<file path="src/rtl/alu_seq_ctrl_pkg.sv">
// alu_seq_ctrl_pkg: states, ROM word layout, condition codes and ALU output bundle for the sequencer
// Optional PAUSE state exists only when ALU_SEQ_SINGLE_STEP_EN is defined.
package alu_seq_ctrl_pkg;
  typedef enum logic [2:0] {
    S_IDLE, S_FETCH, S_DECODE, S_EXEC, S_FLAGS, S_HALT
`ifdef ALU_SEQ_SINGLE_STEP_EN
    , S_PAUSE
`endif
  } state_e;
  typedef struct packed {
    logic       ctl;
    logic       chain;
    logic [2:0] op;
    logic [2:0] a;
    logic [2:0] b;
    logic       rsvd;
    logic [7:0] k;
  } word_t;
  typedef struct packed {
    logic z;
    logic c;
    logic v;
    logic n;
  } flags_t;
  typedef struct packed {
    logic [2:0] op;
    logic [2:0] a;
    logic [2:0] b;
    logic [7:0] k;
    logic       cin;
    logic       zin;
  } alu_t;
  localparam logic [2:0] NOP_OP = 3'b000;
  localparam alu_t ALU_NOP = '{op: NOP_OP, a: 3'd0, b: 3'd0, k: 8'd0, cin: 1'b0, zin: 1'b1};
  localparam logic [2:0] C_JMP = 3'd0, C_JZ = 3'd1, C_JNZ = 3'd2, C_JC = 3'd3,
                         C_JNC = 3'd4, C_JN = 3'd5, C_JV = 3'd6, C_HALT = 3'd7;
endpackage

</file>
<file path="src/rtl/alu_seq_ctrl_cond.sv">
// alu_seq_ctrl_cond: combinational jump-condition evaluation (cond, flags -> taken)
// Ports: cond (3b condition code), flags (captured z/c/v/n), taken (jump taken; HALT code never taken).
module alu_seq_ctrl_cond
  import alu_seq_ctrl_pkg::*;
(
  input  logic [2:0] cond,
  input  flags_t     flags,
  output logic       taken
);
  always_comb taken = cond == C_JMP ? 1'b1 :
                      cond == C_JZ  ? flags.z :
                      cond == C_JNZ ? !flags.z :
                      cond == C_JC  ? flags.c :
                      cond == C_JNC ? !flags.c :
                      cond == C_JN  ? flags.n :
                      cond == C_JV  ? flags.v : 1'b0;
endmodule

</file>
<file path="src/rtl/alu_seq_ctrl.sv">
// alu_seq_ctrl: multi-cycle instruction sequencer fetching 20-bit ROM words and driving an 8-bit ALU
// Ports: clk, rst (sync, active-high), start; rom_en/rom_addr out, rom_data in (one cycle after rom_en);
//  alu_op/alu_a_addr/alu_b_addr/alu_const/alu_cin/alu_zero_in out (NOP pattern outside EXEC);
//  alu_zero/alu_cout/alu_ovf/alu_neg in (registered ALU flags); busy, halted out.
// Macro ALU_SEQ_SINGLE_STEP_EN adds input step and a PAUSE state between instructions.
module alu_seq_ctrl
  import alu_seq_ctrl_pkg::*;
#(
  parameter int PC_W = 8
) (
  input  logic            clk,
  input  logic            rst,
  input  logic            start,
`ifdef ALU_SEQ_SINGLE_STEP_EN
  input  logic            step,
`endif
  output logic            rom_en,
  output logic [PC_W-1:0] rom_addr,
  input  logic [19:0]     rom_data,
  output logic [2:0]      alu_op,
  output logic [2:0]      alu_a_addr,
  output logic [2:0]      alu_b_addr,
  output logic [7:0]      alu_const,
  output logic            alu_cin,
  output logic            alu_zero_in,
  input  logic            alu_zero,
  input  logic            alu_cout,
  input  logic            alu_ovf,
  input  logic            alu_neg,
  output logic            busy,
  output logic            halted
);
`ifdef ALU_SEQ_SINGLE_STEP_EN
  localparam state_e S_RESUME = S_PAUSE;
`else
  localparam state_e S_RESUME = S_FETCH;
`endif
  state_e          state_q;
  logic [PC_W-1:0] pc_q, pc_inc, pc_jmp;
  flags_t          flags_q;
  alu_t            alu_q;
  word_t           w;
  logic            taken, unused_rsvd;
  assign w           = rom_data;
  assign unused_rsvd = w.rsvd;
  assign pc_inc      = pc_q + PC_W'(1);
  assign pc_jmp      = PC_W'(w.k);
  assign rom_en      = state_q == S_FETCH;
  assign rom_addr    = pc_q;
  assign busy        = state_q != S_IDLE && state_q != S_HALT;
  assign halted      = state_q == S_HALT;
  assign alu_op      = alu_q.op;
  assign alu_a_addr  = alu_q.a;
  assign alu_b_addr  = alu_q.b;
  assign alu_const   = alu_q.k;
  assign alu_cin     = alu_q.cin;
  assign alu_zero_in = alu_q.zin;
  alu_seq_ctrl_cond u_cond (.cond(w.op), .flags(flags_q), .taken(taken));
  always_ff @(posedge clk) begin
    if (rst) begin
      state_q <= S_IDLE;
      pc_q    <= '0;
      flags_q <= '0;
      alu_q   <= ALU_NOP;
    end else begin
      alu_q <= ALU_NOP;
      case (state_q)
        S_IDLE, S_HALT: if (start) begin
          state_q <= S_FETCH;
          pc_q    <= '0;
          flags_q <= '0;
        end
        S_FETCH: state_q <= S_DECODE;
        S_DECODE: if (!w.ctl) begin
          state_q <= S_EXEC;
          alu_q   <= '{op: w.op, a: w.a, b: w.b, k: w.k, cin: w.chain & flags_q.c,
                       zin: w.chain ? flags_q.z : 1'b1};
        end else if (w.op == C_HALT) begin
          state_q <= S_HALT;
        end else begin
          state_q <= S_RESUME;
          pc_q    <= taken ? pc_jmp : pc_inc;
        end
        S_EXEC: state_q <= S_FLAGS;
        S_FLAGS: begin
          flags_q <= {alu_zero, alu_cout, alu_ovf, alu_neg};
          pc_q    <= pc_inc;
          state_q <= S_RESUME;
        end
`ifdef ALU_SEQ_SINGLE_STEP_EN
        S_PAUSE: if (step) state_q <= S_FETCH;
`endif
        default: state_q <= S_IDLE;
      endcase
    end
  end
endmodule

</file>
<file path="config.mk">
export PLATFORM = sky130hd
export DESIGN_NAME = alu_seq_ctrl
export DESIGN_NICKNAME = d
export VERILOG_FILES = /design/src/rtl/alu_seq_ctrl_pkg.sv /design/src/rtl/alu_seq_ctrl_cond.sv /design/src/rtl/alu_seq_ctrl.sv
export SDC_FILE = /design/constraint.sdc
export NUM_CORES = 1
export LEC_CHECK = 0
export CAP_MARGIN = 20
export CELL_PAD_IN_SITES_DETAIL_PLACEMENT = 0
export CELL_PAD_IN_SITES_GLOBAL_PLACEMENT = 2
export CORE_ASPECT_RATIO = 1.75
export CORE_MARGIN = 2
export CORE_UTILIZATION = 23
export CTS_BUF_LIST = sky130_fd_sc_hd__clkbuf_16
export CTS_CLUSTER_SIZE = 28
export DETAILED_ROUTE_END_ITERATION = 12
export PLACE_DENSITY_LB_ADDON = 0.1
export SLEW_MARGIN = 25
export SYNTH_ARGS = -nofsm -noshare
export SYNTH_HDL_FRONTEND = slang
export SYNTH_SLANG_ARGS = --single-unit
</file>
<file path="constraint.sdc">
create_clock -name clk -period 1.55 [get_ports clk]
set_input_delay 0.155 -clock clk [delete_from_list [all_inputs] [get_ports clk]]
set_output_delay 0.155 -clock clk [all_outputs]
set_load 0.02 [all_outputs]
</file>
; ---- Word level (Yosys, flattened, before mapping)
; Cells that the tools add are included.
[totals]
regBits = 34
latch_bits = 0
mem_bits_rw = 0
romBits = 0
in_bits = 27
output_inout_bits = 30
elab_cells = 63
memories = 0
[classes]
addsub = 1
multipliers = 0
n_div = 0
n_lt_le_gt_ge = 0
eq_ne = 16
shifts = 0
mux = 18
n_bitwise = 3
n_reduce_logical = 13
[op_table]
columns = operator, count
row1 = 8-bit 2-to-1 mux, 4
row2 = 8-bit one-hot mux with 3 select lines, 1
row3 = "3-bit equality test, second input constant", 6
row4 = 3-bit one-hot mux with 5 select lines, 1
row5 = "3-bit by 2-bit equality test with 1-bit output, second input constant", 4
row6 = 3-bit 2-to-1 mux, 3
row7 = "8-bit by 1-bit adder with 8-bit output, second input constant", 1
row8 = 4-bit one-hot mux with 2 select lines, 1
row9 = 1-bit 2-to-1 mux, 7
row10 = "3-bit by 1-bit equality test with 1-bit output, second input constant", 2
row11 = 3-bit zero test, 2
row12 = "2-bit inequality test, second input constant", 3
row13 = 3-bit nonzero test, 2
row14 = 4-bit 2-to-1 mux, 1
row15 = 4-bit AND reduction, 1
row16 = 4-bit OR reduction, 1
row17 = "3-bit inequality test, second input constant", 1
row18 = 3-bit OR reduction, 1
row19 = 1-bit zero test, 2
row20 = 1-bit NOT, 2
row21 = 2-bit AND reduction, 1
row22 = 2-bit nonzero test, 1
row23 = 2-bit OR reduction, 1
row24 = 1-bit AND, 1
row25 = 1-bit logical AND, 1

; ---- Longest topological paths before layout
[depth]
ltp_word = 12
mapped_depth = 6
mapped_depth_nobuf = 6

; ---- By module
; Synthesis repeated with hierarchy kept, for this count alone.
[hier_totals]
hier_cells = 160
hier_area_um2 = 1470.2
[by_module_without_submodules]
columns = module, instances, cells_each, area_per_inst_um2, seq_area_each_um2
row1 = alu_seq_ctrl, 1, 152, 1415.1, 680.7
row2 = alu_seq_ctrl_cond, 1, 8, 55.1, 0.0

; ---- Worst setup path after synthesis
; No wires, ideal clock.
[synth_timing]
kind = reg2reg
start = register pc_q[0], in the netlist rom_addr[0]
end = register pc_q[6], in the netlist rom_addr[6]
setup_ns = 0.074
arrival_time_ns = 1.708
t_required_ns = 1.476
path_slack_ns = -0.232
path_stages_with_launch = 7
n_path_buf = 0
period_less_slack_ns = 1.782
cell_sequence = dfxtp_1 ha_1 nand3_1 or2_2 xor2_1 or3_1 a31oi_1
[synth_via]
elab_chain_cells = 5
[synth_lines]
columns = item, line
row1 = "start, declared", alu_seq_ctrl.sv:39  ; logic [PC_W-1:0] pc_q, pc_inc, pc_jmp;
row2 = "start signal, assigned", alu_seq_ctrl.sv:82  ; pc_q <= taken ? pc_jmp : pc_inc;
row3 = "start signal, assigned", alu_seq_ctrl.sv:87  ; pc_q <= pc_inc;
row4 = 8-bit by 1-bit adder with 8-bit output *, alu_seq_ctrl.sv:46  ; assign pc_inc = pc_q + PC_W'(1);
row5 = 8-bit 2-to-1 mux, alu_seq_ctrl.sv:82
row6 = 8-bit 2-to-1 mux, alu_seq_ctrl.sv:78  ; end else if (w.op == C_HALT) begin
row7 = 8-bit 2-to-1 mux, alu_seq_ctrl.sv:74  ; S_DECODE: if (!w.ctl) begin
row8 = 8-bit one-hot mux with 3 select lines *, alu_seq_ctrl.sv:67  ; case (state_q)
; Mark *: on every way between the ends. The rest lies on a longest branch, timed or not. The select of a mux whose other input is x is not followed.
; A chain may end at the register's enable or synchronous reset.

; ---- Worst setup path in the final report
[layout_timing]
start = register flags_q[3] in the netlist's numbering
end = register pc_q[6], in the netlist rom_addr[6]
[layout_via]
elab_chain_cells = 8
[layout_lines]
columns = item, line
row1 = "start, declared", alu_seq_ctrl.sv:40  ; flags_t flags_q;
row2 = "start signal, assigned", alu_seq_ctrl.sv:86  ; flags_q <= {alu_zero, alu_cout, alu_ovf, alu_neg};
row3 = 1-bit zero test, alu_seq_ctrl_cond.sv:12  ; cond == C_JNZ ? !flags.z :
row4 = 1-bit 2-to-1 mux, alu_seq_ctrl_cond.sv:12
row5 = 1-bit 2-to-1 mux *, alu_seq_ctrl_cond.sv:11  ; cond == C_JZ ? flags.z :
row6 = 1-bit 2-to-1 mux *, alu_seq_ctrl_cond.sv:10  ; always_comb taken = cond == C_JMP ? 1'b1 :
row7 = 8-bit 2-to-1 mux *, alu_seq_ctrl.sv:82
row8 = 8-bit 2-to-1 mux *, alu_seq_ctrl.sv:78
row9 = 8-bit 2-to-1 mux *, alu_seq_ctrl.sv:74
row10 = 8-bit one-hot mux with 3 select lines *, alu_seq_ctrl.sv:67
; Marks and branches as above.

==> impl_results.md <==
* Outcome: finished, final reports clean
* #FFs+latches synth at 34
* Cells along the critical path: buf_6 > mux2i_2 > o211ai_4 > nand2_4 > or3_1 > a31oi_1
* Die Width at 65.9 um
* Layout cells sized above 1 at 28.9%
* Syn_nets at 192
* Area growth syn-to-layout at 72.1%
* Synthesized cell area at 0.00154 mm^2
* Yosys top cell by area: dfxtp_1
* Static leakage at 1.02 nW
* DRC at 0
* Setup CP Type: flop to flop
* Fmax at 648 MHz
* FILL cells at 654
* Ys async rst share at 0%
* Multi-input logic area at 872 um^2
* CP arrival at 1.74 ns
* Iter 0 DRT Violations at 24
* Hold crit path type: primary input to flop
* Largest net degree at the start of global routing at 12
* # rows at 39
* Htree depth at 2
* Kind of end point of the critical path: flop
* Final Setup Violations at 0
* Share of the synthesized area in the top cell type at 44.2%
* Slew HR at 76.7%
* Hold Fails Final Rpt at 0
* Most used routing layer in global routing: met2
* Sequential cell area at 693 um^2
* Core Area at 0.00649 mm^2
* Max Clock Skew at 0.00448 ns
* Die Y at 112 um
* Slowest stage delay, CP at 0.38 ns
* Crit-path leading delay family: simple AND/OR/NAND/NOR gates
* Final WS setup at 0.00768 ns
* Critical-path maximum fanout at 7
* # clock sinks at 34
* Post-route minimum period at 1.54 ns
* Syn avg cell area at 9.39 um^2
* WL final at 4750 um
* Vias in the first global route at 1671
* Required @ worst endpoint at 1.75 ns
* 1st-pass router iterations at 4
* Antenna viol nets, final at 0
* WL/cell at 14.1 um
* Critical Path Source Type: flop
* Dominant synthesized flop cell: dfxtp_1
* Setup WS pre-CTS at -0.475 ns
* Synth unique cells at 53
* Post-synthesis instance total at 164
* Met2 usage in global routing at 25.7%
* Crit path max-delay cell type: or3_1
* Post-synth EDFFs at 0
* TritonCTS Buffers at 5
* Io pins at 57
* RSZ-0062 raised after global routing: true
* Worst-Skew Late Latency at 0.28 ns
* Overall Power at 0.00223 W
* Grt ovf at 0
* Worst-path clk slew at 0.05 ns
* Fin nets at 283
* RePlAce Congestion at 0.818
* CTS tree: built
* Clock root cell: clkbuf_16
* Peak supply drop at 0.000483 V
* Gr usage total at 13.6%
* Power density cells at 842 mW/mm^2
* Initial cell density of the core at 23.7%
* Dpl hpwl at 3720 um
* Ranking of synthesized cells by area: dfxtp_1 44%, and2_1 7.3%, nor2_1 2.9%, nand3_1 2.3%, nand2b_1 2.0%
* R2r setup slk at 0.008 ns
* GR Util met1 at 13.9%
* N_diodes at 0
* Via count at 1552
* CTS Hold Bufs at 0
* I/O Buffers at 55
* First-pass GRT wire length at 7690 um
* DIE AREA at 0.00739 mm^2
* Buffers plus inverters on the worst setup path at 1
* M3 GR Usage at 2.91%
* Sequential-to-total area share from yosys stat at 44.2%
* Worst-Margin Slew at 0.348 ns
* Period utilization at 99.5%
* MaxCap Viol Count at 0
* Initial antenna violation count at 0
* Drt via density at 4.59
* CTS Buffer Depth at 2
* Yosys warns at 0
* Final Slew Violations at 0
==> layer usage <==
metal | up-vias | wire [um]
met1 | 730 | 1810
met2 | 42 | 2650
li1 | 771 | -
met4 | 0 | 116
met3 | 9 | 171
met5 | - | 0
==> cells in the mapped netlist, types with 2 or more instances <==
master	instances
nor2_1	12
a21oi_1	6
a22oi_1	4
a31oi_1	2
buf_4	4
inv_1	6
nand2_1	7
nand3_1	7
a32oi_1	2
o21ai_0	2
o311ai_1	2
a21oi_2	3
nand2b_1	5
nor3_1	2
a211oi_1	3
nand4_1	5
nor3b_1	2
nand4b_1	2
and2_1	18
and3_1	4
dfxtp_1	34
==> metrics by stage <==
stage	util (%)	area [um^2]	hold slack [ns]	setup TNS, ns	instances
6_report	40.8	2650	0.386	0	338
5_1_grt	40.8	2650	0.402	-0.211	338
4_1_cts	39.9	2590	0.387	-0.00413	335
3_5_place_dp	36.7	2380	0.487	-3.32	323
3_3_place_gp	36.7	2380	0.500	-2.60	323
2_1_floorplan	-	1560	0.238	0	164
==> layout make-up <==
class	count	area share (%)
well taps	82	3.87
multi-input cells	117	32.9
repair buffers	90	30.7
clock inverters	3	0.614
inverters	7	0.992
clock buffers	5	4.72
flip-flops and latches	34	26.2
==> kinds of logic (layout without fill, tap and decap cells) <==
group | count (synthesis) | in the layout | synth area share, %
buf+inv | 13 | 105 | 4.63
xor+xnor | 2 | 2 | 1.14
flops | 34 | 34 | 44.2
fa+ha+maj | 1 | 1 | 0.812
compound gates | 34 | 34 | 16.7
simple gates | 78 | 78 | 31.1
mux | 2 | 2 | 1.38
==> where the power goes <==
| group | switching [W] | internal [W] | leakage, nW | total (W) |
|---|---|---|---|---|
| Clock | 0.000373 | 0.000586 | 0.0672 | 0.000959 |
| Sequential | 0.0000228 | 0.000894 | 0.278 | 0.000917 |
| Combinational | 0.000163 | 0.000193 | 0.673 | 0.000356 |
| Total | 0.000559 | 0.00167 | 1.02 | 0.00223 |
==> final timing paths <==
| check | startpoint | to | depth (start not counted) |
|---|---|---|---|
| max | flags_q[3]$_SDFFE_PP0P_ | rom_addr[6]$_SDFFE_PP0P_ | 6 |
| min | rom_data[17] | alu_op[2]$_SDFF_PP0_ | 2 |
| max reg2reg | flags_q[3]$_SDFFE_PP0P_ | rom_addr[6]$_SDFFE_PP0P_ | 6 |
| min reg2reg | flags_q[0]$_SDFFE_PP0P_ | flags_q[0]$_SDFFE_PP0P_ | 2 |
==> cell usage in the layout (no fill, tap or decap), drive strengths merged, types with 3 or more instances in the layout <==
master / count
a21oi: 9
dlygate4sd2: 4
nand3: 8
inv: 7
nand4: 5
clkbuf: 6
buf: 35
dfxtp: 34
and3: 4
nand2b: 5
a211oi: 3
and2: 20
clkdlybuf4s50: 49
nand2: 9
nor2: 13
nor3b: 4
a22oi: 4
==> registers in the layout, summed over array words and instances (netlist names) <==
signal / count
alu_a_addr: 3
alu_b_addr: 3
alu_cin: 1
alu_const: 8
alu_op: 3
alu_zero_in: 1
flags_q: 4
rom_addr: 8
state_q: 3
==> repair_timing <==
item	CTS	global route
endpoints found under the setup margin	16	16
cloned	0	0
resized for setup	17	10
pin swaps	3	1
buffers inserted	4	3
Power figures use the tool's default switching activity.
